==> src/rtl/data_cache.sv <==
// data_cache: direct-mapped, write-back, write-allocate data cache.
// 4 lines x 16 bytes. offset = addr[3:2], index = addr[5:4], tag = addr[31:6].
//
// Ports:
//   clk, reset        - clock, synchronous active-high reset
//   addr_in           - byte address of the access (addr[1:0] ignored)
//   wdata_in          - store data
//   is_load_in        - load word request
//   is_store_in       - store word request (wins when both are high)
//   rdata_out         - load data, non-zero only during a load hit
//   stall_req         - high while the access cannot complete this cycle
//   mem_req/mem_we    - main-memory line request, 1 = writeback, 0 = refill
//   mem_addr          - line-aligned memory address
//   mem_wdata         - victim line data for writeback
//   mem_rdata         - refill line data, valid with mem_ready
//   mem_ready         - one-cycle completion pulse from main memory
//
// state     | meaning
// IDLE      | serve hits; on a miss issue writeback or refill
// WRITEBACK | dirty victim line being written to memory
// REFILL    | requested line being fetched from memory

module data_cache (
    input  logic         clk,
    input  logic         reset,
    input  logic [31:0]  addr_in,
    input  logic [31:0]  wdata_in,
    input  logic         is_load_in,
    input  logic         is_store_in,
    output logic [31:0]  rdata_out,
    output logic         stall_req,
    output logic         mem_req,
    output logic         mem_we,
    output logic [31:0]  mem_addr,
    output logic [127:0] mem_wdata,
    input  logic [127:0] mem_rdata,
    input  logic         mem_ready
);

    typedef enum logic [1:0] {IDLE, WRITEBACK, REFILL} state_t;

    state_t       state;
    logic [3:0]   valid;
    logic [3:0]   dirty;
    logic [25:0]  tag_arr  [4];
    logic [127:0] data_arr [4];

    logic [1:0]   offset;
    logic [1:0]   index;
    logic [25:0]  tag;
    logic         req;
    logic         hit;
    logic         miss;
    logic [127:0] sel_line;
    logic [31:0]  sel_word;
    logic         unused_bits;

    assign offset      = addr_in[3:2];
    assign index       = addr_in[5:4];
    assign tag         = addr_in[31:6];
    assign unused_bits = ^addr_in[1:0];

    assign req      = is_load_in | is_store_in;
    assign hit      = (state == IDLE) && req && valid[index] && (tag_arr[index] == tag);
    assign miss     = (state == IDLE) && req && !hit;
    assign sel_line = data_arr[index];
    assign sel_word = sel_line[{offset, 5'b0} +: 32];

    // A store with both controls high is not a load, so no read data.
    assign rdata_out = (!reset && hit && !is_store_in) ? sel_word : 32'h0;
    assign stall_req = !reset && ((state != IDLE) || miss);

    always_ff @(posedge clk) begin
        if (reset) begin
            state     <= IDLE;
            valid     <= '0;
            dirty     <= '0;
            mem_req   <= 1'b0;
            mem_we    <= 1'b0;
            mem_addr  <= '0;
            mem_wdata <= '0;
        end else begin
            case (state)
                IDLE: begin
                    if (hit && is_store_in) begin
                        dirty[index] <= 1'b1;
                    end else if (miss) begin
                        mem_req <= 1'b1;
                        if (valid[index] && dirty[index]) begin
                            state     <= WRITEBACK;
                            mem_we    <= 1'b1;
                            mem_addr  <= {tag_arr[index], index, 4'b0};
                            mem_wdata <= data_arr[index];
                        end else begin
                            state    <= REFILL;
                            mem_we   <= 1'b0;
                            mem_addr <= {addr_in[31:4], 4'b0};
                        end
                    end
                end
                WRITEBACK: begin
                    if (mem_ready) begin
                        dirty[index] <= 1'b0;
                        state        <= REFILL;
                        mem_we       <= 1'b0;
                        mem_addr     <= {addr_in[31:4], 4'b0};
                    end
                end
                REFILL: begin
                    if (mem_ready) begin
                        valid[index] <= 1'b1;
                        dirty[index] <= 1'b0;
                        mem_req      <= 1'b0;
                        state        <= IDLE;
                    end
                end
                default: state <= IDLE;
            endcase
        end
    end

    // Line data and tags carry no reset; valid bits guard them.
    always_ff @(posedge clk) begin
        if (!reset) begin
            if (hit && is_store_in) begin
                data_arr[index][{offset, 5'b0} +: 32] <= wdata_in;
            end else if ((state == REFILL) && mem_ready) begin
                data_arr[index] <= mem_rdata;
                tag_arr[index]  <= tag;
            end
        end
    end

endmodule

==> config.mk <==
export PLATFORM = sky130hd
export DESIGN_NAME = data_cache
export DESIGN_NICKNAME = d
export VERILOG_FILES = /design/src/rtl/data_cache.sv
export SDC_FILE = /design/constraint.sdc
export NUM_CORES = 1
export LEC_CHECK = 0
export BUFFER_PORTS_ARGS = -buffer_cell sky130_fd_sc_hd__buf_2
export CAP_MARGIN = 10
export CORE_ASPECT_RATIO = 1.4
export CORE_MARGIN = 2
export CORE_UTILIZATION = 35
export CTS_CLUSTER_SIZE = 16
export DETAILED_ROUTE_END_ITERATION = 8
export PLACE_DENSITY = 0.5
export SLEW_MARGIN = 20
export SYNTH_ARGS = -nofsm -noshare
export SYNTH_HDL_FRONTEND = slang
export SYNTH_SLANG_ARGS = --single-unit
==> constraint.sdc <==
create_clock -name clk -period 7 [get_ports clk]
set_clock_uncertainty 0.2 [all_clocks]
set_input_delay 1.05 -clock clk [delete_from_list [all_inputs] [get_ports clk]]
set_output_delay 1.05 -clock clk [all_outputs]
set_load 0.05 [all_outputs]
==> results.json <==
{
  "postCtsSetupRepairBufs": 0,
  "hold_start": "mem_wdata[92]",
  "worstPathArrival_ns": 4.45,
  "cts_root_buf": "clkbuf_16",
  "hold_class": "flop to flop",
  "initial_core_util_pct": 35.2,
  "cts_tree": "yes",
  "syn2layout_area_growth_pct": 18.1,
  "fill_cells": 8841,
  "r2r_cells": 10,
  "rsz0062_at_grt": "no",
  "critPathRequiredTime_ns": 5.75,
  "synth-edff-count": 616,
  "r2r_slack_ns": 2.36,
  "fin_crit_ns": 5.70,
  "port_buffers": 385,
  "holdBufCountCts": 0,
  "syn_avg_cell_area_sq_um": 14.8,
  "ir_drop_uv": 169,
  "crit_start": "addr_in[5]",
  "die-area_sq_um": 98100,
  "gp_congestion": 0.838,
  "nNetsFinal": 2816,
  "via_per_inst": 5.51,
  "syn-cell-area_sq_um": 33400,
  "rows": 134,
  "cp-start-kind": "input pin",
  "worst_pin_slew_ns": 1.05,
  "first_iter_violations": 1675,
  "num_vias": 21500,
  "yosys_register_bits": 784,
  "p_per_area_nw_per_um2": 276,
  "numCtsBuffers": 81,
  "grt_pass1_wl_mm": 162,
  "synth_flop_cell": "edfxtp_1",
  "cts_sinks": 784,
  "worstSkewPairLatency_ns": 0.67,
  "yosys_warnings": 0,
  "critical_path_class": "input pin to output pin",
  "antenna_left": 0,
  "grt_pass1_vias": 22300,
  "p_leak_nw": 13.8,
  "drc": 0,
  "cts_resized": 0,
  "core-area_sq_um": 95100,
  "overflow": 0,
  "ys_seq_area_share_pct": 65.4,
  "grt_antenna_before_repair": 12,
  "fin_setup_tns_ns": 0,
  "async_flop_share_pct": 0,
  "finalCritPeriodShare_pct": 81.4,
  "die_h_um": 370,
  "fmax_mhz": 176,
  "hold_ws_ns": 0.274,
  "slew_headroom_pct": 29.9,
  "timing.rr.end": "data_arr[3][111]",
  "reg2reg_from": "state[1]",
  "ys_types": 55,
  "ios": 392,
  "yosysTopAreaCellShare_pct": 55.3,
  "firstDrtPassIters": 7,
  "yosys.area.top_type": "edfxtp_1",
  "drive_above_1_share_pct": 29.3,
  "status": "completed",
  "syn_inst": 2258,
  "slew_violations": 0,
  "die_w_um": 265,
  "max-clock-path-buffers": 3,
  "finish.utilization_pct": 41.5,
  "timing.final.hold_violations": 0,
  "clk_pin_slew_ns": 0.06,
  "wire_per_inst_um": 29.4,
  "drt-total-wl_mm": 115,
  "multi_input_area_sq_um": 10400,
  "grt_util_all_layers_pct": 23.2,
  "dp_cells": 3751,
  "dp_hpwl_mm": 76.5,
  "crit_fanout": 116,
  "finalNonFillerCells": 3906,
  "report.power.total_mw": 10.9,
  "hold_depth": 2,
  "register_area_sq_um": 21900,
  "critical_path.endpoint": "rdata_out[20]",
  "setup_violations": 0,
  "end_kind": "output pin",
  "cap_viol_max_count": 0,
  "cts-htree-levels": 3,
  "synth_area_leaders": "edfxtp_1 (55%), mux4_2 (12%), dfxtp_1 (10%)",
  "grt_max_degree": 158
}
-- logic make-up (layout without fill, tap and decap cells) --
logic type	after synthesis	after routing	share of synthesized area, %
mux	364	364	17.5
compound gates	382	382	6.20
xor+xnor	30	30	0.786
buf+inv	311	728	4.24
flops	784	784	65.4
simple gates	377	377	5.51
fa+ha+maj	9	9	0.337
other cells	1	8	0.0112
-- layer usage --
layer | vias to the layer above | wire [um] | GRT usage [%]
met4 | 10 | 4680 | 9.29
met2 | 783 | 59400 | 41.4
li1 | 9295 | - | -
met5 | - | 69 | 0
met1 | 11300 | 43900 | 27.8
met3 | 164 | 6700 | 4.07
-- worst max-delay path, cell delays in order --
cell and delay [ns]:
buf_6 0.59, buf_12 0.63, mux2i_1 0.26, nor2_1 0.06, a21oi_1 0.18, o211ai_1 0.17
nor3_1 0.23, nand4_1 0.30, buf_4 0.35, nor2b_1 0.18, buf_2 0.28
-- sequential cells by signal, indices dropped and copies added (netlist names), named ones only --
register   count
mem_addr      28
mem_we         1
data_arr     512
tag_arr      104
state          2
valid          4
mem_req        1
mem_wdata    128
-- worst min-delay path by stage --
stage                          to  slack (ns)
CTS                 mem_wdata[91]        0.27
global route         mem_wdata[9]        0.30
finish              mem_wdata[92]        0.27
floorplan                valid[1]        0.26
detailed placement  mem_wdata[81]        0.26
global placement      mem_addr[4]        0.26
-- layout make-up --
class,count,area share (%)
diodes,4,0.0253
clock buffers,111,5.80
clock inverters,40,0.903
inverters,141,1.34
multi-input cells,1166,26.4
flip-flops and latches,784,55.4
well taps,1224,3.88
repair buffers,436,6.32
-- Yosys cell counts, types with 11 or more instances --
cell type	count
edfxtp_1	616
a21oi_1	189
mux2i_1	186
mux4_2	175
dfxtp_1	168
inv_1	139
nand2_1	139
o21ai_0	137
nand3_1	136
clkbuf_1	97
nor2b_1	33
a211oi_1	27
buf_2	25
buf_6	25
nor2_1	23
xnor2_1	23
buf_1	11
-- power breakdown --
part / internal (mW) / total (mW) / switching (mW) / leakage (nW)
registers: 5.17 / 5.22 / 0.0580 / 6.95
clock network: 2.40 / 4.32 / 1.92 / 1.29
logic: 0.396 / 1.34 / 0.944 / 5.60
-- layout by cell type (no fill, tap or decap), drive strengths merged, types with 3 or more instances in the layout --
| cell type | synthesis | final |
|---|---|---|
| nor3 | 7 | 7 |
| conb | 1 | 4 |
| o2111ai | 4 | 4 |
| and2 | 3 | 3 |
| inv | 141 | 148 |
| a21oi | 190 | 190 |
| dfxtp | 168 | 168 |
| a211o | 5 | 5 |
| nor4 | 4 | 4 |
| ha | 9 | 9 |
| o211ai | 5 | 5 |
| edfxtp | 616 | 616 |
| nand3 | 142 | 142 |
| or2 | 3 | 3 |
| clkinvlp | 0 | 7 |
| mux4 | 177 | 177 |
| xor2 | 7 | 7 |
| diode | 0 | 4 |
| nand4 | 8 | 8 |
| mux2i | 186 | 186 |
| o21ai | 139 | 139 |
| nor2 | 26 | 26 |
| buf | 68 | 436 |
| xnor2 | 23 | 23 |
| nor3b | 3 | 3 |
| nor2b | 33 | 33 |
| clkinv | 0 | 24 |
| nand2 | 139 | 139 |
| a211oi | 27 | 27 |
| nor4b | 4 | 4 |
| clkbuf | 102 | 111 |
-- metrics by stage --
stage	cell area (sq um)	setup slack, ns
5_1_grt	39500	1.16
3_5_place_dp	36800	1.21
3_3_place_gp	36800	1.23
6_report	39500	1.30
2_1_floorplan	33500	1.61
4_1_cts	39500	1.32
Note: power is estimated with default switching activity, not from simulation.
